[config.mk]
export PLATFORM = sky130hd
export DESIGN_NAME = mdio_slave
export DESIGN_NICKNAME = d
export VERILOG_FILES = /design/src/rtl/mdio_slave.sv
export SDC_FILE = /design/constraint.sdc
export NUM_CORES = 1
export LEC_CHECK = 0
export ABC_CLOCK_PERIOD_IN_PS = 2200
export CORE_UTILIZATION = 35
export CTS_CLUSTER_DIAMETER = 100
export DETAILED_ROUTE_END_ITERATION = 6
export PLACE_DENSITY = 0.68
export SLEW_MARGIN = 20
export SYNTH_ARGS = -nofsm -noshare
export SYNTH_HDL_FRONTEND = slang
export SYNTH_SLANG_ARGS = --single-unit
[constraint.sdc]
create_clock -name clk -period 2.2 [get_ports clk]
set_clock_uncertainty 0.15 [all_clocks]
set_input_delay 0.22 -clock clk [delete_from_list [all_inputs] [get_ports clk]]
set_output_delay 0.22 -clock clk [all_outputs]
set_load 0.005 [all_outputs]
[src/rtl/mdio_slave.sv]
// MDIO (clause 22) management responder: decodes MDC/MDIO frames into register read/write strobes.
// Define MDIO_SLAVE_PREAMBLE_SUPPRESS_EN to accept START after a single preamble one instead of 32.
module mdio_slave #(
  parameter int SYNC_STAGES = 2
) (
  input  logic        clk,
  input  logic        rst_n,
  input  logic [4:0]  phy_addr,
  input  logic        mdc_i,
  input  logic        mdio_i,
  output logic        mdio_o,
  output logic        mdio_t,
  output logic [4:0]  reg_addr,
  output logic [15:0] reg_wdata,
  output logic        reg_wr_en,
  output logic        reg_rd_en,
  input  logic [15:0] reg_rdata,
  output logic        busy
);

`ifdef MDIO_SLAVE_PREAMBLE_SUPPRESS_EN
  localparam logic [5:0] PRE_MIN = 6'd1;
`else
  localparam logic [5:0] PRE_MIN = 6'd32;
`endif

  typedef enum logic [3:0] {IDLE, ST, OP, PHYAD, REGAD, TA, WDATA, RDATA, SKIP} state_t;

  logic [SYNC_STAGES-1:0] mdc_sync, mdio_sync;
  logic                   mdc_prev;
  logic                   mdc_s, mdio_s, rise, fall;

  // Synchronizers idle high so a bus held high through reset raises no spurious edge.
  always_ff @(posedge clk or negedge rst_n) begin
    if (!rst_n) begin
      mdc_sync  <= '1;
      mdio_sync <= '1;
      mdc_prev  <= 1'b1;
    end else begin
      mdc_sync  <= {mdc_sync[SYNC_STAGES-2:0], mdc_i};
      mdio_sync <= {mdio_sync[SYNC_STAGES-2:0], mdio_i};
      mdc_prev  <= mdc_sync[SYNC_STAGES-1];
    end
  end

  assign mdc_s  = mdc_sync[SYNC_STAGES-1];
  assign mdio_s = mdio_sync[SYNC_STAGES-1];
  assign rise   = mdc_s & ~mdc_prev;
  assign fall   = ~mdc_s & mdc_prev;

  state_t      state, state_d;
  logic [5:0]  pre_cnt, pre_d;
  logic [4:0]  bit_cnt, cnt_d;
  logic [15:0] sr, sr_d;
  logic [15:0] shift_in;
  logic        op_hi, op_hi_d, op_rd, op_rd_d, phy_ok, phy_ok_d;
  logic        mdio_o_d, mdio_t_d, wr_d, rd_d;
  logic [4:0]  addr_d;
  logic [15:0] wdata_d;

  assign shift_in = {sr[14:0], mdio_s};
  assign busy     = (state != IDLE);

  always_ff @(posedge clk or negedge rst_n) begin
    if (!rst_n) begin
      state     <= IDLE;
      pre_cnt   <= '0;
      bit_cnt   <= '0;
      sr        <= '0;
      op_hi     <= 1'b0;
      op_rd     <= 1'b0;
      phy_ok    <= 1'b0;
      mdio_o    <= 1'b1;
      mdio_t    <= 1'b1;
      reg_addr  <= '0;
      reg_wdata <= '0;
      reg_wr_en <= 1'b0;
      reg_rd_en <= 1'b0;
    end else begin
      state     <= state_d;
      pre_cnt   <= pre_d;
      bit_cnt   <= cnt_d;
      sr        <= sr_d;
      op_hi     <= op_hi_d;
      op_rd     <= op_rd_d;
      phy_ok    <= phy_ok_d;
      mdio_o    <= mdio_o_d;
      mdio_t    <= mdio_t_d;
      reg_addr  <= addr_d;
      reg_wdata <= wdata_d;
      reg_wr_en <= wr_d;
      reg_rd_en <= rd_d;
    end
  end

  // Frame decoder: rising edges advance the frame, falling edges only steer the MDIO driver.
  always_comb begin
    state_d  = state;
    pre_d    = pre_cnt;
    cnt_d    = bit_cnt;
    sr_d     = sr;
    op_hi_d  = op_hi;
    op_rd_d  = op_rd;
    phy_ok_d = phy_ok;
    mdio_o_d = mdio_o;
    mdio_t_d = mdio_t;
    addr_d   = reg_addr;
    wdata_d  = reg_wdata;
    wr_d     = 1'b0;
    rd_d     = 1'b0;
    // Read data arrives one cycle after the strobe; no MDC edge can coincide with it.
    if (reg_rd_en) sr_d = reg_rdata;
    case (state)
      IDLE: if (rise) begin
        if (mdio_s) begin
          if (pre_cnt != 6'd63) pre_d = pre_cnt + 6'd1;
        end else begin
          pre_d = '0;
          if (pre_cnt >= PRE_MIN) state_d = ST;
        end
      end
      ST: if (rise) begin
        cnt_d = '0;
        if (mdio_s) state_d = OP;
        else begin
          state_d = IDLE;
          pre_d   = '0;
        end
      end
      OP: if (rise) begin
        if (bit_cnt == 5'd0) begin
          op_hi_d = mdio_s;
          cnt_d   = 5'd1;
        end else begin
          cnt_d = '0;
          if (op_hi != mdio_s) begin
            op_rd_d = op_hi;
            state_d = PHYAD;
          end else begin
            state_d = IDLE;
            pre_d   = '0;
          end
        end
      end
      PHYAD: if (rise) begin
        sr_d  = shift_in;
        cnt_d = bit_cnt + 5'd1;
        if (bit_cnt == 5'd4) begin
          phy_ok_d = (shift_in[4:0] == phy_addr);
          cnt_d    = '0;
          state_d  = REGAD;
        end
      end
      REGAD: if (rise) begin
        sr_d  = shift_in;
        cnt_d = bit_cnt + 5'd1;
        if (bit_cnt == 5'd4) begin
          addr_d = shift_in[4:0];
          cnt_d  = '0;
          if (!phy_ok) state_d = SKIP;
          else begin
            state_d = TA;
            rd_d    = op_rd;
          end
        end
      end
      TA: begin
        if (rise) begin
          if (bit_cnt == 5'd1) begin
            cnt_d   = '0;
            state_d = op_rd ? RDATA : WDATA;
          end else begin
            cnt_d = 5'd1;
          end
        end else if (fall && op_rd && bit_cnt == 5'd1) begin
          mdio_t_d = 1'b0;
          mdio_o_d = 1'b0;
        end
      end
      RDATA: begin
        if (rise) cnt_d = bit_cnt + 5'd1;
        else if (fall) begin
          if (bit_cnt == 5'd16) begin
            mdio_t_d = 1'b1;
            mdio_o_d = 1'b1;
            cnt_d    = '0;
            pre_d    = '0;
            state_d  = IDLE;
          end else begin
            mdio_t_d = 1'b0;
            mdio_o_d = sr[15];
            sr_d     = {sr[14:0], 1'b0};
          end
        end
      end
      WDATA: if (rise) begin
        sr_d  = shift_in;
        cnt_d = bit_cnt + 5'd1;
        if (bit_cnt == 5'd15) begin
          wdata_d = shift_in;
          wr_d    = 1'b1;
          cnt_d   = '0;
          pre_d   = '0;
          state_d = IDLE;
        end
      end
      SKIP: if (rise) begin
        cnt_d = bit_cnt + 5'd1;
        if (bit_cnt == 5'd17) begin
          cnt_d   = '0;
          pre_d   = '0;
          state_d = IDLE;
        end
      end
      default: state_d = IDLE;
    endcase
  end

endmodule

== Word-level counts from Yosys, hierarchy flattened ==
Cells that the tools add are included.
Cells by class
  $add $sub $neg: 2
  reductions and logical operators: 19
  equality and inequality tests: 43
  bitwise operators: 5
  order comparisons: 1
  multiplexer cells: 78
Operators with widths (number)
  $mux W6: 15
  $mux W16: 5
  $mux W4: 20
  $mux W5: 12
  $ne A2 B2 Y1 const B: 23
  $pmux W4 S9: 1
  $pmux W6 S6: 1
  $pmux W5 S7: 1
  $pmux W16 S2: 1
  $reduce_and A19 Y1: 1
  $mux W1: 18
  $eq A4 B3 Y1 const B: 4
  $reduce_and A15 Y1: 1
  $reduce_and A3 Y1: 4
  $eq A5 B5 Y1 const B: 2
  $ne A3 B3 Y1 const B: 3
  $reduce_and A9 Y1: 1
  $eq A4 B2 Y1 const B: 2
  $reduce_bool A7 Y1: 1
  $add A6 B1 Y6 const B: 1
  $ge A6 B6 Y1 const B: 1
  $ne A6 B6 Y1 const B: 1
  $reduce_bool A6 Y1: 1
  $add A5 B1 Y5 const B: 1
  other kinds (21): 27
Word-level totals
  register bits: 64
  logic and storage cells: 164

== Longest topological paths before layout ==
  word-level depth: 7
  depth in mapped cells: 9
  mapped depth without buffers: 9

== Worst setup path after synthesis ==
OpenSTA, ideal clock, no wires.
  kind: reg-to-reg
  start: reg bit_cnt[0]
  end: reg pre_cnt[4]
  required time: 1.955 ns
  library setup time: 0.095 ns
  data arrival time: 2.138 ns
  stages on the path, launching flop included: 10
  period minus slack after synthesis: 2.384 ns
  path slack: -0.184 ns
  path through: dfrtp_1 -> ha_1 -> and3_1 -> ha_1 -> mux2i_1 -> or4_4 -> o221ai_4 -> o211ai_4 -> or2_4 -> o31ai_1
On the way
  cells in the longest elaborated chain, start to end: 3
Ends and longest elaborated chain
  start: declaration: RTL line 53  | logic [4:0] bit_cnt, cnt_d;
  start signal: assignment: RTL line 82  | bit_cnt <= cnt_d;
  $eq A5 B5 Y1, or another cell as far along: RTL line 209  | if (bit_cnt == 5'd17) begin
  $ne A2 B2 Y1 (no source line)
  $reduce_and A15 Y1 (no source line) *
  end signal: assignment: RTL line 81  | pre_cnt <= pre_d;
  end: declaration: RTL line 52  | logic [5:0] pre_cnt, pre_d;
Mark *: on every way between the ends. The rest lies on a longest branch, timed or not.
A chain may end at the register's enable or synchronous reset.

== Worst setup path in the final report ==
  start: reg bit_cnt[1]
  end: reg pre_cnt[3]
Same word-level chain as after synthesis.

==> impl_table.tex <==
\begin{tabular}{lr}
\hline
Metric & Value \\
\hline
\multicolumn{2}{l}{\textbf{Clocking}} \\
\quad Number of buffers created by CTS & 9 \\
\quad Root Buffer Master & sky130\_fd\_sc\_hd\_\_clkbuf\_8 \\
\quad H-tree lvl count & 3 \\
\quad Sink count of the clock tree & 64 \\
\quad Max Buffers Root-to-Sink & 2 \\
\quad Clock tree from TritonCTS & done \\
\quad Latest clock arrival within the worst-skew pair & 0.35 ns \\
\quad Reg clk slew, reported paths & 0.08 ns \\
\multicolumn{2}{l}{\textbf{Global route}} \\
\quad Vias in the first global route & 2891 \\
\quad Total Routing Usage GR & 0.1779 \\
\quad Remaining global-route overflow & 0 \\
\quad Antenna violations before repair & 0 \\
\quad First-pass GRT wire length & 14240 um \\
\quad Pin count of the biggest net entering global routing & 65 \\
\multicolumn{2}{l}{\textbf{Placed design}} \\
\quad Post-placement setup slack & -0.2358 ns \\
\quad GPL Wtd Cong & 0.9020 \\
\quad Detailed placer's ending HPWL & 6142 um \\
\quad Instance area at placement & 4517 um2 \\
\quad Port Buffers & 50 \\
\multicolumn{2}{l}{\textbf{Floorplan}} \\
\quad Vertical extent of the die & 101.9 um \\
\quad Die width & 101.9 um \\
\quad Die Area & 10370 um2 \\
\quad Starting density of the core & 0.3587 \\
\quad Std-Cell Core Area & 9729 um2 \\
\quad \# rows & 36 \\
\quad Boundary Pins & 51 \\
\multicolumn{2}{l}{\textbf{Logic synthesis}} \\
\quad Async set-or-reset flop fraction in the synthesized netlist & 1.000 \\
\quad Cell type with the largest total area after synthesis & sky130\_fd\_sc\_hd\_\_dfrtp\_1 \\
\quad Avg Synthesized Cell Area & 10.74 um2 \\
\quad Leading cell types by total area after synthesis & sky130\_fd\_sc\_hd\_\_dfrtp\_1 41\%, sky130\_fd\_sc\_hd\_\_mux2\_2 6.8\%, sky130\_fd\_sc\_hd\_\_dfstp\_2 5.3\%, sky130\_fd\_sc\_hd\_\_mux2i\_1 4.6\%, sky130\_fd\_sc\_hd\_\_nor2\_1 3.8\% \\
\quad Synth Cell Area & 3490 um2 \\
\quad Post-synthesis sequential area ratio & 0.4615 \\
\quad Syn Nets & 359 \\
\quad Post-synthesis cell type count & 63 \\
\quad Synthesized flop and latch total & 64 \\
\quad Number of synthesized flops with an enable pin & 0 \\
\quad Count of yosys warnings during synthesis & 0 \\
\quad Predominant post-synthesis flop cell & sky130\_fd\_sc\_hd\_\_dfrtp\_1 \\
\quad Area share of the largest cell type after synthesis & 0.4087 \\
\quad Mapped Cells & 325 \\
\multicolumn{2}{l}{\textbf{Min path}} \\
\quad Startpoint of the most critical hold path & mdio\_i \\
\quad Worst min-delay path category & in -> reg \\
\multicolumn{2}{l}{\textbf{Drt}} \\
\quad ANT nets after route & 0 \\
\quad Via-per-instance ratio & 5.175 \\
\quad Vias & 2981 \\
\quad Wire length reported by the detailed router & 9524 um \\
\quad Length of the first detailed-routing pass in iterations & 5 \\
\quad Drt first-iter violations & 182 \\
\quad Mean routed wirelength per cell & 16.53 um \\
\quad Total DRC errors in the routed layout & 0 \\
\multicolumn{2}{l}{\textbf{Timing}} \\
\quad Remaining max-slew budget at the tightest pin & 0.6536 \\
\quad Hold Vio Cnt, Final & 0 \\
\quad Final setup fails & 20 \\
\quad Post-layout worst setup margin & -0.2045 ns \\
\quad RSZ-0062 raised after global routing & yes \\
\quad Upper clock frequency limit & 415.9 MHz \\
\quad Shortest clock period the worst path allows after layout & 2.405 ns \\
\quad Post-route fraction of the period consumed by the critical path & 1.093 \\
\quad Actual transition at the worst max-transition pin & 0.5173 ns \\
\quad Final Max Slew Viols & 0 \\
\multicolumn{2}{l}{\textbf{Setup path}} \\
\quad Beginning of the critical path & bit\_cnt[1] \\
\quad Reg2Reg Launch Point & bit\_cnt[1] \\
\quad Endpoint kind of the worst setup timing path & register \\
\quad Category of the worst setup path launch point & register \\
\quad Arrival time worst endpoint & 2.52 ns \\
\quad Maximum fanout along the worst path & 5 \\
\quad Critical path class & reg -> reg \\
\quad Required time worst endpoint & 2.31 ns \\
\multicolumn{2}{l}{\textbf{Finish}} \\
\quad Number of nets in the final layout & 472 \\
\quad Non-Filler Cell Area, Final & 5275 um2 \\
\quad Number of antenna repair diodes & 0 \\
\quad Most common cell after layout, fill and taps aside & sky130\_fd\_sc\_hd\_\_dfrtp\_1 \\
\quad Final Core Density & 0.5422 \\
\quad Post-synthesis to final-layout area growth & 51.17\% \\
\quad Commonest non-fill, non-tap cells in the layout & 54 x sky130\_fd\_sc\_hd\_\_dfrtp\_1, 49 x sky130\_fd\_sc\_hd\_\_clkdlybuf4s50\_1, 48 x sky130\_fd\_sc\_hd\_\_buf\_4, 33 x sky130\_fd\_sc\_hd\_\_nor2\_1, 22 x sky130\_fd\_sc\_hd\_\_a21oi\_1 \\
\quad Fraction of layout instances using a drive strength above 1 & 0.3792 \\
\multicolumn{2}{l}{\textbf{Outcome}} \\
\quad Outcome & finished, violations left \\
\quad Violations in the final reports & setup timing \\
\multicolumn{2}{l}{\textbf{Power}} \\
\quad Total power divided by cell area & 454.5 nW/um2 \\
\quad Maximum vdd drop & 0.3779 mV \\
\quad Standby leakage power & 2.107 nW \\
\multicolumn{2}{l}{\textbf{Run}} \\
\quad Number of max-cap violations & 0 \\
\hline
\end{tabular}
## state kept, by name (all words and copies together) (netlist names), 2 cells and up
name and cells:
reg_addr 5, pre_cnt 6, sr 16, state 4, mdio_sync 2, bit_cnt 5, mdc_sync 2, reg_wdata 16
## cell type report
| class | instances | area, um2 |
|---|---|---|
| Fill cell | 854 | 4454 |
| Multi-Input combinational cell | 228 | 2042 |
| Clock inverter | 7 | 77.57 |
| Timing Repair Buffer | 120 | 1192 |
| Tap cell | 133 | 166.4 |
| Sequential cell | 64 | 1614 |
| Clock buffer | 9 | 123.9 |
| Inverter | 15 | 58.81 |
## power breakdown
part           total (W)  leakage [nW]  switching [W]  internal [W]
Sequential       0.00121         0.779      0.0000165       0.00119
Combinational   0.000145          1.23      0.0000686     0.0000761
Clock            0.00104         0.101       0.000509      0.000534
Total            0.00240          2.11       0.000595       0.00180
## path summary, 6_finish.rpt
path,endpoint,slack [ns],cells after the start
hold reg to reg,mdc_sync[1],0.20,0
setup reg to reg,pre_cnt[3],-0.20,9
setup / recovery,pre_cnt[3],-0.20,9
hold / removal,mdio_sync[0],0.12,1
max in group asynchronous,mdio_sync[0],1.31,3
min in group asynchronous,reg_wdata[11],0.26,3
## logic make-up (layout without fill, tap and decap cells)
family	Yosys count	in the layout	synth area share
flops	64	64	0.4615
compound gates	69	69	0.1398
xor+xnor	7	7	0.01757
simple gates	101	101	0.1739
buf+inv	33	151	0.04518
fa+ha+maj	9	9	0.03227
mux	42	42	0.1298
## what timing repair did
item	CTS	global route
endpoints found under the setup margin	18	44
buffers inserted	8	8
hold buffers	1	0
hold endpoints to repair	57	0
pin swaps	10	10
gates cloned	0	4
gates resized for setup	19	61
## routing by layer
metal	wire length, um	global-route usage
met2	4710	0.2911
met4	170	0.05495
met1	4227	0.2339
met3	416	0.04241
met5	0	0
## stage by stage
stage / hold slack [ns] / power (W) / instances / setup TNS, ns
after global routing: 0.1301 / 0.002484 / 576 / -3.925
after CTS: 0.1113 / 0.002415 / 565 / -1.471
final: 0.1206 / 0.002398 / 576 / -1.695
after global placement: 0.1082 / 0.001359 / 540 / -1.217
after floorplan: -0.2256 / 0.001268 / 325 / -0.4999
after detailed placement: 0.1106 / 0.001363 / 540 / -2.251
## worst max-delay path, stage by stage (launching register included)
cell,delay (ns)
sky130_fd_sc_hd__dfrtp_1,0.42
sky130_fd_sc_hd__ha_2,0.20
sky130_fd_sc_hd__and3_4,0.20
sky130_fd_sc_hd__ha_4,0.13
sky130_fd_sc_hd__mux2i_1,0.07
sky130_fd_sc_hd__or4_4,0.43
sky130_fd_sc_hd__o221ai_4,0.17
sky130_fd_sc_hd__o211ai_4,0.10
sky130_fd_sc_hd__or2_4,0.27
sky130_fd_sc_hd__o31ai_1,0.18
## Yosys cell counts (all sizes together), types with 5 or more instances
master and count:
dfrtp 57, mux2i 16, inv 15, nand3 8, mux2 26, xor2 5
nor4b 5, dfstp 7, nand2 14, a21oi 23, o21ai 16, o31ai 5
nor2 35, buf 14, ha 9
(Power assumes the default switching activity.)
